### config.mk
export PLATFORM = sky130hd
export DESIGN_NAME = trap_ctrl_flat
export DESIGN_NICKNAME = d
export VERILOG_FILES = /design/src/rtl/trap_ctrl_pkg.sv /design/src/rtl/trap_ctrl_if.sv /design/src/rtl/trap_ctrl_irq_prio_enc.sv /design/src/rtl/trap_ctrl.sv /design/src/flat_wrapper.sv
export SDC_FILE = /design/constraint.sdc
export NUM_CORES = 1
export LEC_CHECK = 0
export CAP_MARGIN = 20
export CORE_MARGIN = 2
export CORE_UTILIZATION = 35
export DETAILED_ROUTE_END_ITERATION = 16
export PLACE_DENSITY_LB_ADDON = 0.05
export SLEW_MARGIN = 25
export SYNTH_ARGS = -nofsm -noshare
export SYNTH_HDL_FRONTEND = slang
export SYNTH_SLANG_ARGS = --single-unit
### constraint.sdc
create_clock -name clk -period 3.4 [get_ports clk]
set_input_delay 0.85 -clock clk [delete_from_list [all_inputs] [get_ports clk]]
set_output_delay 0.85 -clock clk [all_outputs]
set_load 0.05 [all_outputs]
### src/rtl/trap_ctrl_pkg.sv
// trap_ctrl_pkg: CSR addresses, cause codes, mstatus fields, FSM states and trap helpers
package trap_ctrl_pkg;
    localparam logic [11:0] CSR_MSTATUS = 12'h300;
    localparam logic [11:0] CSR_MEPC    = 12'h341;
    localparam logic [11:0] CSR_MCAUSE  = 12'h342;
    localparam logic [3:0] EXC_ILLEGAL = 4'd2;
    localparam logic [3:0] EXC_EBREAK  = 4'd3;
    localparam logic [3:0] EXC_ECALL   = 4'd11;
    localparam logic [3:0] IRQ_SW      = 4'd3;
    localparam logic [3:0] IRQ_TIMER   = 4'd7;
    localparam logic [3:0] IRQ_EXT     = 4'd11;
    localparam int MS_MIE    = 3;
    localparam int MS_MPIE   = 7;
    localparam int MS_MPP_LO = 11;
    localparam int MS_MPP_HI = 12;
    typedef enum logic [2:0] {IDLE, T_MEPC, T_MCAUSE, T_MSTATUS, T_REDIR, R_MSTATUS, R_REDIR} state_t;
    function automatic logic [31:0] trap_mstatus(input logic [31:0] m);
        logic [31:0] r;
        r = m;
        r[MS_MPIE] = m[MS_MIE];
        r[MS_MIE] = 1'b0;
        r[MS_MPP_HI:MS_MPP_LO] = 2'b11;
        return r;
    endfunction
    function automatic logic [31:0] mret_mstatus(input logic [31:0] m);
        logic [31:0] r;
        r = m;
        r[MS_MIE] = m[MS_MPIE];
        r[MS_MPIE] = 1'b1;
        r[MS_MPP_HI:MS_MPP_LO] = 2'b11;
        return r;
    endfunction
    function automatic logic [31:0] trap_vector(input logic [31:0] mtvec, input logic [31:0] cause);
        return {mtvec[31:2], 2'b00} + ((mtvec[1:0] == 2'b01 && cause[31]) ? {26'b0, cause[3:0], 2'b00} : 32'b0);
    endfunction
endpackage

### src/rtl/trap_ctrl_if.sv
// trap_ctrl_if: EX/interrupt/CSR inputs and CSR-write/flush/redirect outputs of the trap sequencer
interface trap_ctrl_if;
    logic        ex_valid;
    logic [31:0] ex_pc;
    logic        ex_exc;
    logic [3:0]  ex_exc_code;
    logic        ex_mret;
    logic        irq_ext;
    logic        irq_sw;
    logic        irq_timer;
    logic [31:0] csr_mstatus;
    logic [31:0] csr_mie;
    logic [31:0] csr_mtvec;
    logic [31:0] csr_mepc;
    logic        trap_csr_we;
    logic [11:0] trap_csr_waddr;
    logic [31:0] trap_csr_wdata;
    logic        flush;
    logic        stall;
    logic        redirect_valid;
    logic [31:0] redirect_pc;
    modport master (
        output ex_valid, ex_pc, ex_exc, ex_exc_code, ex_mret, irq_ext, irq_sw, irq_timer,
               csr_mstatus, csr_mie, csr_mtvec, csr_mepc,
        input  trap_csr_we, trap_csr_waddr, trap_csr_wdata, flush, stall, redirect_valid, redirect_pc
    );
    modport slave (
        input  ex_valid, ex_pc, ex_exc, ex_exc_code, ex_mret, irq_ext, irq_sw, irq_timer,
               csr_mstatus, csr_mie, csr_mtvec, csr_mepc,
        output trap_csr_we, trap_csr_waddr, trap_csr_wdata, flush, stall, redirect_valid, redirect_pc
    );
endinterface

### src/rtl/trap_ctrl_irq_prio_enc.sv
// irq_prio_enc: enabled-interrupt detect and priority encode, ext > sw > timer
module irq_prio_enc
    import trap_ctrl_pkg::*;
(
    input  logic [2:0]  mip,
    input  logic [31:0] mie,
    input  logic        gie,
    output logic        pend,
    output logic [3:0]  code
);
    logic [2:0] hit;
    logic       unused_mie;
    assign hit = mip & {mie[IRQ_EXT], mie[IRQ_SW], mie[IRQ_TIMER]} & {3{gie}};
    assign pend = |hit;
    assign code = hit[2] ? IRQ_EXT : hit[1] ? IRQ_SW : IRQ_TIMER;
    assign unused_mie = ^{mie[31:12], mie[10:8], mie[6:4], mie[2:0]};
endmodule

### src/rtl/trap_ctrl.sv
// trap_ctrl: machine-mode trap/MRET sequencer writing mepc, mcause, mstatus then redirecting fetch
module trap_ctrl
    import trap_ctrl_pkg::*;
(
    input logic       clk,
    input logic       rst_n,
    trap_ctrl_if.slave tc
);
    state_t      state;
    logic        irq_pend;
    logic [3:0]  irq_code;
    logic        acc;
    logic        is_irq;
    logic        is_mret;
    logic [3:0]  code;
    logic [31:0] cause_q;
    logic [31:0] mstatus_q;
    logic [31:0] mtvec_q;
    logic [31:0] mepc_q;
    irq_prio_enc u_enc (
        .mip ({tc.irq_ext, tc.irq_sw, tc.irq_timer}),
        .mie (tc.csr_mie),
        .gie (tc.csr_mstatus[MS_MIE]),
        .pend(irq_pend),
        .code(irq_code)
    );
    assign acc = state == IDLE && tc.ex_valid && (tc.ex_exc || irq_pend || tc.ex_mret);
    assign is_irq = !tc.ex_exc && irq_pend;
    assign is_mret = !tc.ex_exc && !irq_pend;
    assign code = tc.ex_exc ? tc.ex_exc_code : irq_code;
    assign tc.flush = rst_n && acc;
    // Outputs are registered on entry to each state so they line up with that state's cycle
    always_ff @(posedge clk) begin
        if (!rst_n) begin
            state <= IDLE;
            tc.trap_csr_we <= 1'b0;
            tc.trap_csr_waddr <= '0;
            tc.trap_csr_wdata <= '0;
            tc.stall <= 1'b0;
            tc.redirect_valid <= 1'b0;
            tc.redirect_pc <= '0;
            cause_q <= '0;
            mstatus_q <= '0;
            mtvec_q <= '0;
            mepc_q <= '0;
        end else begin
            tc.trap_csr_we <= 1'b0;
            tc.trap_csr_waddr <= '0;
            tc.trap_csr_wdata <= '0;
            tc.redirect_valid <= 1'b0;
            tc.redirect_pc <= '0;
            tc.stall <= 1'b1;
            case (state)
                IDLE: begin
                    if (acc) begin
                        cause_q <= {is_irq, 27'b0, code};
                        mstatus_q <= tc.csr_mstatus;
                        mtvec_q <= tc.csr_mtvec;
                        mepc_q <= tc.csr_mepc;
                        tc.trap_csr_we <= 1'b1;
                        state <= is_mret ? R_MSTATUS : T_MEPC;
                        tc.trap_csr_waddr <= is_mret ? CSR_MSTATUS : CSR_MEPC;
                        tc.trap_csr_wdata <= is_mret ? mret_mstatus(tc.csr_mstatus) : tc.ex_pc & ~32'h3;
                    end else begin
                        tc.stall <= 1'b0;
                    end
                end
                T_MEPC: begin
                    state <= T_MCAUSE;
                    tc.trap_csr_we <= 1'b1;
                    tc.trap_csr_waddr <= CSR_MCAUSE;
                    tc.trap_csr_wdata <= cause_q;
                end
                T_MCAUSE: begin
                    state <= T_MSTATUS;
                    tc.trap_csr_we <= 1'b1;
                    tc.trap_csr_waddr <= CSR_MSTATUS;
                    tc.trap_csr_wdata <= trap_mstatus(mstatus_q);
                end
                T_MSTATUS: begin
                    state <= T_REDIR;
                    tc.redirect_valid <= 1'b1;
                    tc.redirect_pc <= trap_vector(mtvec_q, cause_q);
                end
                R_MSTATUS: begin
                    state <= R_REDIR;
                    tc.redirect_valid <= 1'b1;
                    tc.redirect_pc <= mepc_q;
                end
                default: begin
                    state <= IDLE;
                    tc.stall <= 1'b0;
                end
            endcase
        end
    end
endmodule

### src/flat_wrapper.sv
// flat-port wrapper written by rule: the top's interface ports become plain ports
module trap_ctrl_flat import trap_ctrl_pkg::*;
  (clk, rst_n, tc_ex_valid, tc_ex_pc, tc_ex_exc, tc_ex_exc_code, tc_ex_mret, tc_irq_ext, tc_irq_sw, tc_irq_timer, tc_csr_mstatus, tc_csr_mie, tc_csr_mtvec, tc_csr_mepc, tc_trap_csr_we, tc_trap_csr_waddr, tc_trap_csr_wdata, tc_flush, tc_stall, tc_redirect_valid, tc_redirect_pc);
  trap_ctrl_if tc_i ();
  input logic clk;
  input logic rst_n;
  input wire logic [$bits(tc_i.ex_valid)-1:0] tc_ex_valid;
  input wire logic [$bits(tc_i.ex_pc)-1:0] tc_ex_pc;
  input wire logic [$bits(tc_i.ex_exc)-1:0] tc_ex_exc;
  input wire logic [$bits(tc_i.ex_exc_code)-1:0] tc_ex_exc_code;
  input wire logic [$bits(tc_i.ex_mret)-1:0] tc_ex_mret;
  input wire logic [$bits(tc_i.irq_ext)-1:0] tc_irq_ext;
  input wire logic [$bits(tc_i.irq_sw)-1:0] tc_irq_sw;
  input wire logic [$bits(tc_i.irq_timer)-1:0] tc_irq_timer;
  input wire logic [$bits(tc_i.csr_mstatus)-1:0] tc_csr_mstatus;
  input wire logic [$bits(tc_i.csr_mie)-1:0] tc_csr_mie;
  input wire logic [$bits(tc_i.csr_mtvec)-1:0] tc_csr_mtvec;
  input wire logic [$bits(tc_i.csr_mepc)-1:0] tc_csr_mepc;
  output wire logic [$bits(tc_i.trap_csr_we)-1:0] tc_trap_csr_we;
  output wire logic [$bits(tc_i.trap_csr_waddr)-1:0] tc_trap_csr_waddr;
  output wire logic [$bits(tc_i.trap_csr_wdata)-1:0] tc_trap_csr_wdata;
  output wire logic [$bits(tc_i.flush)-1:0] tc_flush;
  output wire logic [$bits(tc_i.stall)-1:0] tc_stall;
  output wire logic [$bits(tc_i.redirect_valid)-1:0] tc_redirect_valid;
  output wire logic [$bits(tc_i.redirect_pc)-1:0] tc_redirect_pc;
  assign tc_i.ex_valid = tc_ex_valid;
  assign tc_i.ex_pc = tc_ex_pc;
  assign tc_i.ex_exc = tc_ex_exc;
  assign tc_i.ex_exc_code = tc_ex_exc_code;
  assign tc_i.ex_mret = tc_ex_mret;
  assign tc_i.irq_ext = tc_irq_ext;
  assign tc_i.irq_sw = tc_irq_sw;
  assign tc_i.irq_timer = tc_irq_timer;
  assign tc_i.csr_mstatus = tc_csr_mstatus;
  assign tc_i.csr_mie = tc_csr_mie;
  assign tc_i.csr_mtvec = tc_csr_mtvec;
  assign tc_i.csr_mepc = tc_csr_mepc;
  assign tc_trap_csr_we = tc_i.trap_csr_we;
  assign tc_trap_csr_waddr = tc_i.trap_csr_waddr;
  assign tc_trap_csr_wdata = tc_i.trap_csr_wdata;
  assign tc_flush = tc_i.flush;
  assign tc_stall = tc_i.stall;
  assign tc_redirect_valid = tc_i.redirect_valid;
  assign tc_redirect_pc = tc_i.redirect_pc;
  trap_ctrl u_core (.clk(clk), .rst_n(rst_n), .tc(tc_i));
endmodule
Word level (Yosys, flattened, before mapping)
Cells that the tools add are included.
{ "classes": {"n_eq_ne": 6, "shifts": 0, "n_div": 0, "add_sub_neg": 1, "n_bitwise": 2, "mul": 0, "order_cmp": 0, "reduce_logical": 16, "n_mux": 18} }
{ "ops": {"columns": ["op", "count"], "rows": [
  ["one-hot mux 32 bit (3 select lines)", 1],
  ["2-to-1 mux 32 bit", 2],
  ["one-hot mux 32 bit (2 select lines)", 1],
  ["one-hot mux 12 bit (3 select lines)", 1],
  ["adder 32 bit", 1],
  ["one-hot mux 3 bit (5 select lines)", 1],
  ["2-to-1 mux 12 bit", 1],
  ["2-to-1 mux 3 bit", 3],
  ["2-to-1 mux 4 bit", 2],
  ["2-to-1 mux 7 bit", 1],
  ["bitwise AND 3 bit", 2],
  ["equality test 3 x 2 -> 1 bit, second input constant", 2],
  ["logical AND 1 bit", 6],
  ["2-to-1 mux 6 bit", 1],
  ["one-hot mux 1 bit (2 select lines)", 2],
  ["OR reduction 2 bit", 2],
  ["OR reduction 4 bit", 1],
  ["equality test 3 x 1 -> 1 bit, second input constant", 1],
  ["equality test 3 bit, second input constant", 1],
  ["logical NOT 3 bit", 1],
  ["OR reduction 3 bit", 1],
  ["equality test 2 x 1 -> 1 bit, second input constant", 1],
  ["logical NOT 1 bit", 2],
  ["logical OR 1 bit", 2],
  ["other kinds (3)", 4]
]} }
{ "word_totals": {"mem_bits_ro": 0, "out_inout_bits": 80, "n_memories": 0, "reg_bits": 183, "elab_cells": 54, "inputBits": 172, "mem_bits_rw": 0, "latchBits": 0} }

Longest topological paths before layout
{ "depth": {"ltp_word": 8, "ltp_mapped": 12, "mapped_depth_nobuf": 11} }

Cells and area by module
From an unflattened synthesis, not the netlist that was laid out.
{ "unflattened": {"hier_cells": 902, "hier_area_um2": 7305.8} }
{ "by_module_without_submodules": {"columns": ["mod", "cells_per_inst", "area_per_inst_um2", "n_inst"], "rows": [
  ["trap_ctrl", 894, 7253.2, 1],
  ["irq_prio_enc", 8, 52.6, 1]
]} }

Worst setup path before layout
Ideal clock, no wire load.
{ "synth_timing": {"path_type": "input-to-output", "from": "input port tc_irq_timer", "to": "output port tc_flush", "path_slack_ns": 0.506, "arrival_ns": 2.044, "t_required_ns": 2.550, "cell_stages": 6, "path_cell_list": "a222oi_1 nand2b_1 a21o_1 buf_2 buf_2 inv_1"} }
{ "synth_between": {"elab_chain_cells": 7} }
{ "synth_lines": {"columns": ["item", "line_no", "text"], "rows": [
  ["start: declaration", "flat_wrapper.sv:14", "input wire logic [$bits(tc_i.irq_timer)-1:0] tc_irq_timer;"],
  ["bitwise AND 3 bit (2 in a row)", "trap_ctrl_irq_prio_enc.sv:13", "assign hit = mip & {mie[IRQ_EXT], mie[IRQ_SW], mie[IRQ_TIMER]} & {3{gie}};"],
  ["OR reduction 3 bit", "trap_ctrl_irq_prio_enc.sv:14", "assign pend = |hit;"],
  ["logical OR 1 bit (2 in a row)", "trap_ctrl.sv:27", "assign acc = state == IDLE && tc.ex_valid && (tc.ex_exc || irq_pend || tc.ex_mret);"],
  ["logical AND 1 bit", "trap_ctrl.sv:27", null],
  ["logical AND 1 bit", "trap_ctrl.sv:31", "assign tc.flush = rst_n && acc;"],
  ["end: declaration", "flat_wrapper.sv:22", "output wire logic [$bits(tc_i.flush)-1:0] tc_flush;"]
]} }
No other way between the ends.

Final worst setup path
{ "layout_timing": {"from": "input port tc_irq_sw", "to": "output port tc_flush"} }
{ "layout_between": {"elab_chain_cells": 7} }
{ "layout_lines": {"columns": ["item", "line_no", "text"], "rows": [
  ["start: declaration", "flat_wrapper.sv:13", "input wire logic [$bits(tc_i.irq_sw)-1:0] tc_irq_sw;"],
  ["bitwise AND 3 bit (2 in a row)", "trap_ctrl_irq_prio_enc.sv:13", null],
  ["OR reduction 3 bit", "trap_ctrl_irq_prio_enc.sv:14", null],
  ["logical OR 1 bit (2 in a row)", "trap_ctrl.sv:27", null],
  ["logical AND 1 bit", "trap_ctrl.sv:27", null],
  ["logical AND 1 bit", "trap_ctrl.sv:31", null]
]} }
No other way between the ends.

==> results.py <==
metrics = {
    "die": {
        "core_region_area_um2": 20100,
        "design.portCount": 252,
        "num_rows": 52,
        "die_area_um2": 21500,
        "die_h_um": 147,
        "die_w_um": 147,
        "initial_core_util_pct": 35.5,
    },
    "cts": {
        "path_clk_slew_ns": 0.07,
        "clk_latency_ns": 0.43,
        "post_cts.repair.setup_buffers": 0,
        "cts-htree-levels": 4,
        "cts_resized": 0,
        "cts_sinks": 171,
        "clockBufferDepth": 2,
        "cts_root_buf": "clkbuf_16",
        "cts_tree": "yes",
        "hold_buffers": 0,
        "cts_buffers": 17,
    },
    "placed_design": {
        "io_buffers": 211,
        "dp_hpwl_mm": 14.3,
        "dpl.cell_count": 1272,
        "place.gp.congestion": 0.817,
        "pre_cts_slack_ns": 0.237,
    },
    "job": {
        "drv_cap": 0,
    },
    "global_route": {
        "grtUsageMet1_pct": 24.5,
        "met3_usage_pct": 6.43,
        "grt.busiest_layer": "met2",
        "grt.overflow.total": 0,
        "grt_pass1_wl_mm": 32.7,
        "grt_pass1_vias": 6191,
        "use_met2_pct": 30.7,
        "grt_max_degree": 90,
        "antenna_found_initial": 1,
        "track_usage_pct": 19.2,
    },
    "synth": {
        "synth_cell_types": 52,
        "synthArstFlopShare_pct": 0,
        "synth_seq_cells": 171,
        "syn-instance-count": 830,
        "synth-edff-count": 0,
        "yosys_warnings": 0,
        "yosysSeqAreaShare_pct": 48.0,
        "syn_area_um2": 7140,
        "synth_flop_cell": "dfxtp_1",
        "avgSynthCellArea_um2": 8.60,
    },
    "sta": {
        "rsz0062_at_grt": "false",
        "tightest_slew_ns": 0.855,
        "skew_ns": 0.00956,
        "fmax_mhz": 315,
        "finalSetupViolCount": 0,
        "setup_ws_ns": 0.229,
        "period_needed_ns": 3.17,
        "hold_violations": 0,
        "period_share_pct": 93.3,
        "slew_viol_final": 0,
        "fin_tns_setup_ns": 0,
        "slew_headroom_pct": 43.0,
    },
    "pwr": {
        "p_leak_uw": 0.00375,
        "p_per_area_nw_per_um2": 525,
        "vdd_drop_max_v": 0.000339,
    },
    "route": {
        "vias": 6215,
        "ant_nets": 0,
        "vias_per_cell": 4.77,
        "dr.pass1.iters": 4,
        "wl_per_cell_um": 15.7,
        "route.detailed.drc": 0,
        "drt_iter0_markers": 207,
        "wl_mm": 20.5,
    },
    "layout": {
        "final.fill_count": 1969,
        "areaGrowthSynthToFinish_pct": 41.7,
        "layout.cells.non_filler": 1304,
        "seq_area_um2": 3420,
        "drive_gt1_share_pct": 5.80,
        "diodes": 0,
        "final_net_count": 1198,
        "multi_input_area_um2": 3400,
    },
    "setup_path": {
        "worst-r2r-setup-slack_ns": 0.48,
        "cp_slowest_cell": "a222oi_1",
        "cp.arrival_ns": 2.32,
        "critPathKind": "primary input to primary output",
        "crit_path_cell_trace": "clkdlybuf4s50_1 > a222oi_1 > nand2b_1 > a21o_1 > inv_1 > buf_4",
        "cpLargestDelayFamily": "buffers and inverters",
        "required_ns": 2.55,
        "worstSetupStartpointType": "primary input",
        "slowest_delay_ns": 0.46,
        "worstPathMaxFanout": 2,
        "path_buf_inv": 3,
        "cp-end-kind": "primary output",
    },
    "min_path": {
        "hold_path_class": "flop to flop",
    },
    "run_status": {
        "status": "complete, no violations",
    },
}
==> flip-flops by register name, summed over array words and instances (netlist names) <==
register,count
u_core.tc.redirect_pc,32
u_core.tc.trap_csr_wdata,32
u_core.cause_q,5
u_core.tc.redirect_valid,1
u_core.mepc_q,32
u_core.mstatus_q,29
u_core.tc.trap_csr_waddr,4
u_core.tc.stall,1
u_core.mtvec_q,32
u_core.state,3
==> stage by stage <==
step	utilization, %	cell area (um^2)	power (uW)	hold WS (ns)
finish	50.3	10100	5310	0.447
global route	50.3	10100	5550	0.478
CTS	50.3	10100	5380	0.454
detailed placement	47.1	9480	3280	0.439
global placement	47.1	9480	3270	0.434
floorplan	-	7160	2870	0.425
==> routing by layer <==
metal / up-vias / part of all wire (%)
li1: 3161 / -
met1: 2871 / 45
met2: 163 / 45
met3: 20 / 7.6
met4: 0 / 1.6
met5: - / 0
==> layout by cell type, fill, tap and decap left out, drive strengths merged, types with 2 or more instances in the layout <==
master         synthesis  final
o21ai                 52     52
a21boi                95     95
a22oi                  7      7
and2                   7      7
nor4b                  4      4
buf                   37     19
clkinv                 0      2
xnor2                 13     13
o2bb2ai                2      2
nand2b                 5      5
clkdlybuf4s50          0    209
or4                    2      2
nor4                   4      4
nand3                 10     10
dfxtp                171    171
nand4                 11     11
nand2                257    257
clkbuf                25     20
o31a                   2      2
a21o                   4      4
conb                   1      7
nor3                   6      6
xor2                  12     12
mux2i                 27     27
ha                     4      4
and4                   4      4
o221a                  2      2
nor2b                  3      3
and3                   3      3
inv                    6     10
o22ai                  2      2
clkinvlp               0      2
o211ai                 4      4
a21oi                 10     10
bufinv                 0      4
nor2                  22     22
o21a                   3      3
==> synthesized netlist by cell type (5+ instances only) <==
cell type  instances  share of area (%)
buf_2             14               0.98
buf_4             22                2.3
a21boi_0          58                6.1
mux2i_1           27                3.8
nor2_1            22                1.2
nor3_1             6               0.42
nand2_1          257                 14
dfxtp_1          171                 48
nand4_1           11               0.96
a21boi_1          37                3.9
xnor2_1           13                1.6
a22oi_1            7               0.74
inv_1              6               0.32
clkbuf_1          25                1.3
a21oi_1           10               0.70
xor2_1            12                1.5
nand2b_1           5               0.44
and2_1             7               0.61
o21ai_0           48                3.4
nand3_1           10               0.70
==> area by class of cell <==
class	instances	share of cell area, %
well taps	270	3.34
multi-input cells	597	33.6
repair buffers	228	22.7
flip-flops and latches	171	33.9
clock buffers	20	4.42
inverters	6	0.223
clock inverters	12	1.84
==> final timing paths <==
check                     startpoint                         to  cells past startpoint
setup reg to reg  u_core.cause_q[31]  u_core.tc.redirect_pc[26]                     11
hold reg to reg    u_core.mepc_q[31]  u_core.tc.redirect_pc[31]                      2
hold / removal     u_core.mepc_q[31]  u_core.tc.redirect_pc[31]                      2
setup / recovery           tc_irq_sw                   tc_flush                      6
==> report_power, final <==
| part | total [uW] | leakage, uW | internal (uW) | switching, uW |
|---|---|---|---|---|
| logic | 961 | 0.00205 | 412 | 549 |
| clock network | 2090 | 0.000304 | 1260 | 831 |
| registers | 2260 | 0.00139 | 2150 | 105 |
| total | 5310 | 0.00375 | 3830 | 1480 |
==> worst register-to-register path, cell delays in order (launching register included) <==
cell	delay [ns]
dfxtp_1	0.39
nand2_1	0.07
nor2_1	0.24
and2_1	0.19
ha_1	0.19
inv_1	0.06
fa_1	0.38
nand2b_1	0.21
a211o_1	0.41
nor4_1	0.40
xnor2_1	0.18
o21ai_0	0.09
==> cells by family after synthesis <==
| kind of cell | synth area share [%] |
|---|---|
| AND/OR/NAND/NOR | 20.7 |
| AO/OA/AOI/OAI | 18.5 |
| flip-flops | 48.0 |
| buffers and inverters | 4.98 |
| multiplexers | 3.79 |
| XOR/XNOR | 3.07 |
| adder cells (fa/ha/maj) | 0.982 |
| other | 0.0526 |
No activity file was read; power rests on OpenSTA's default activity.
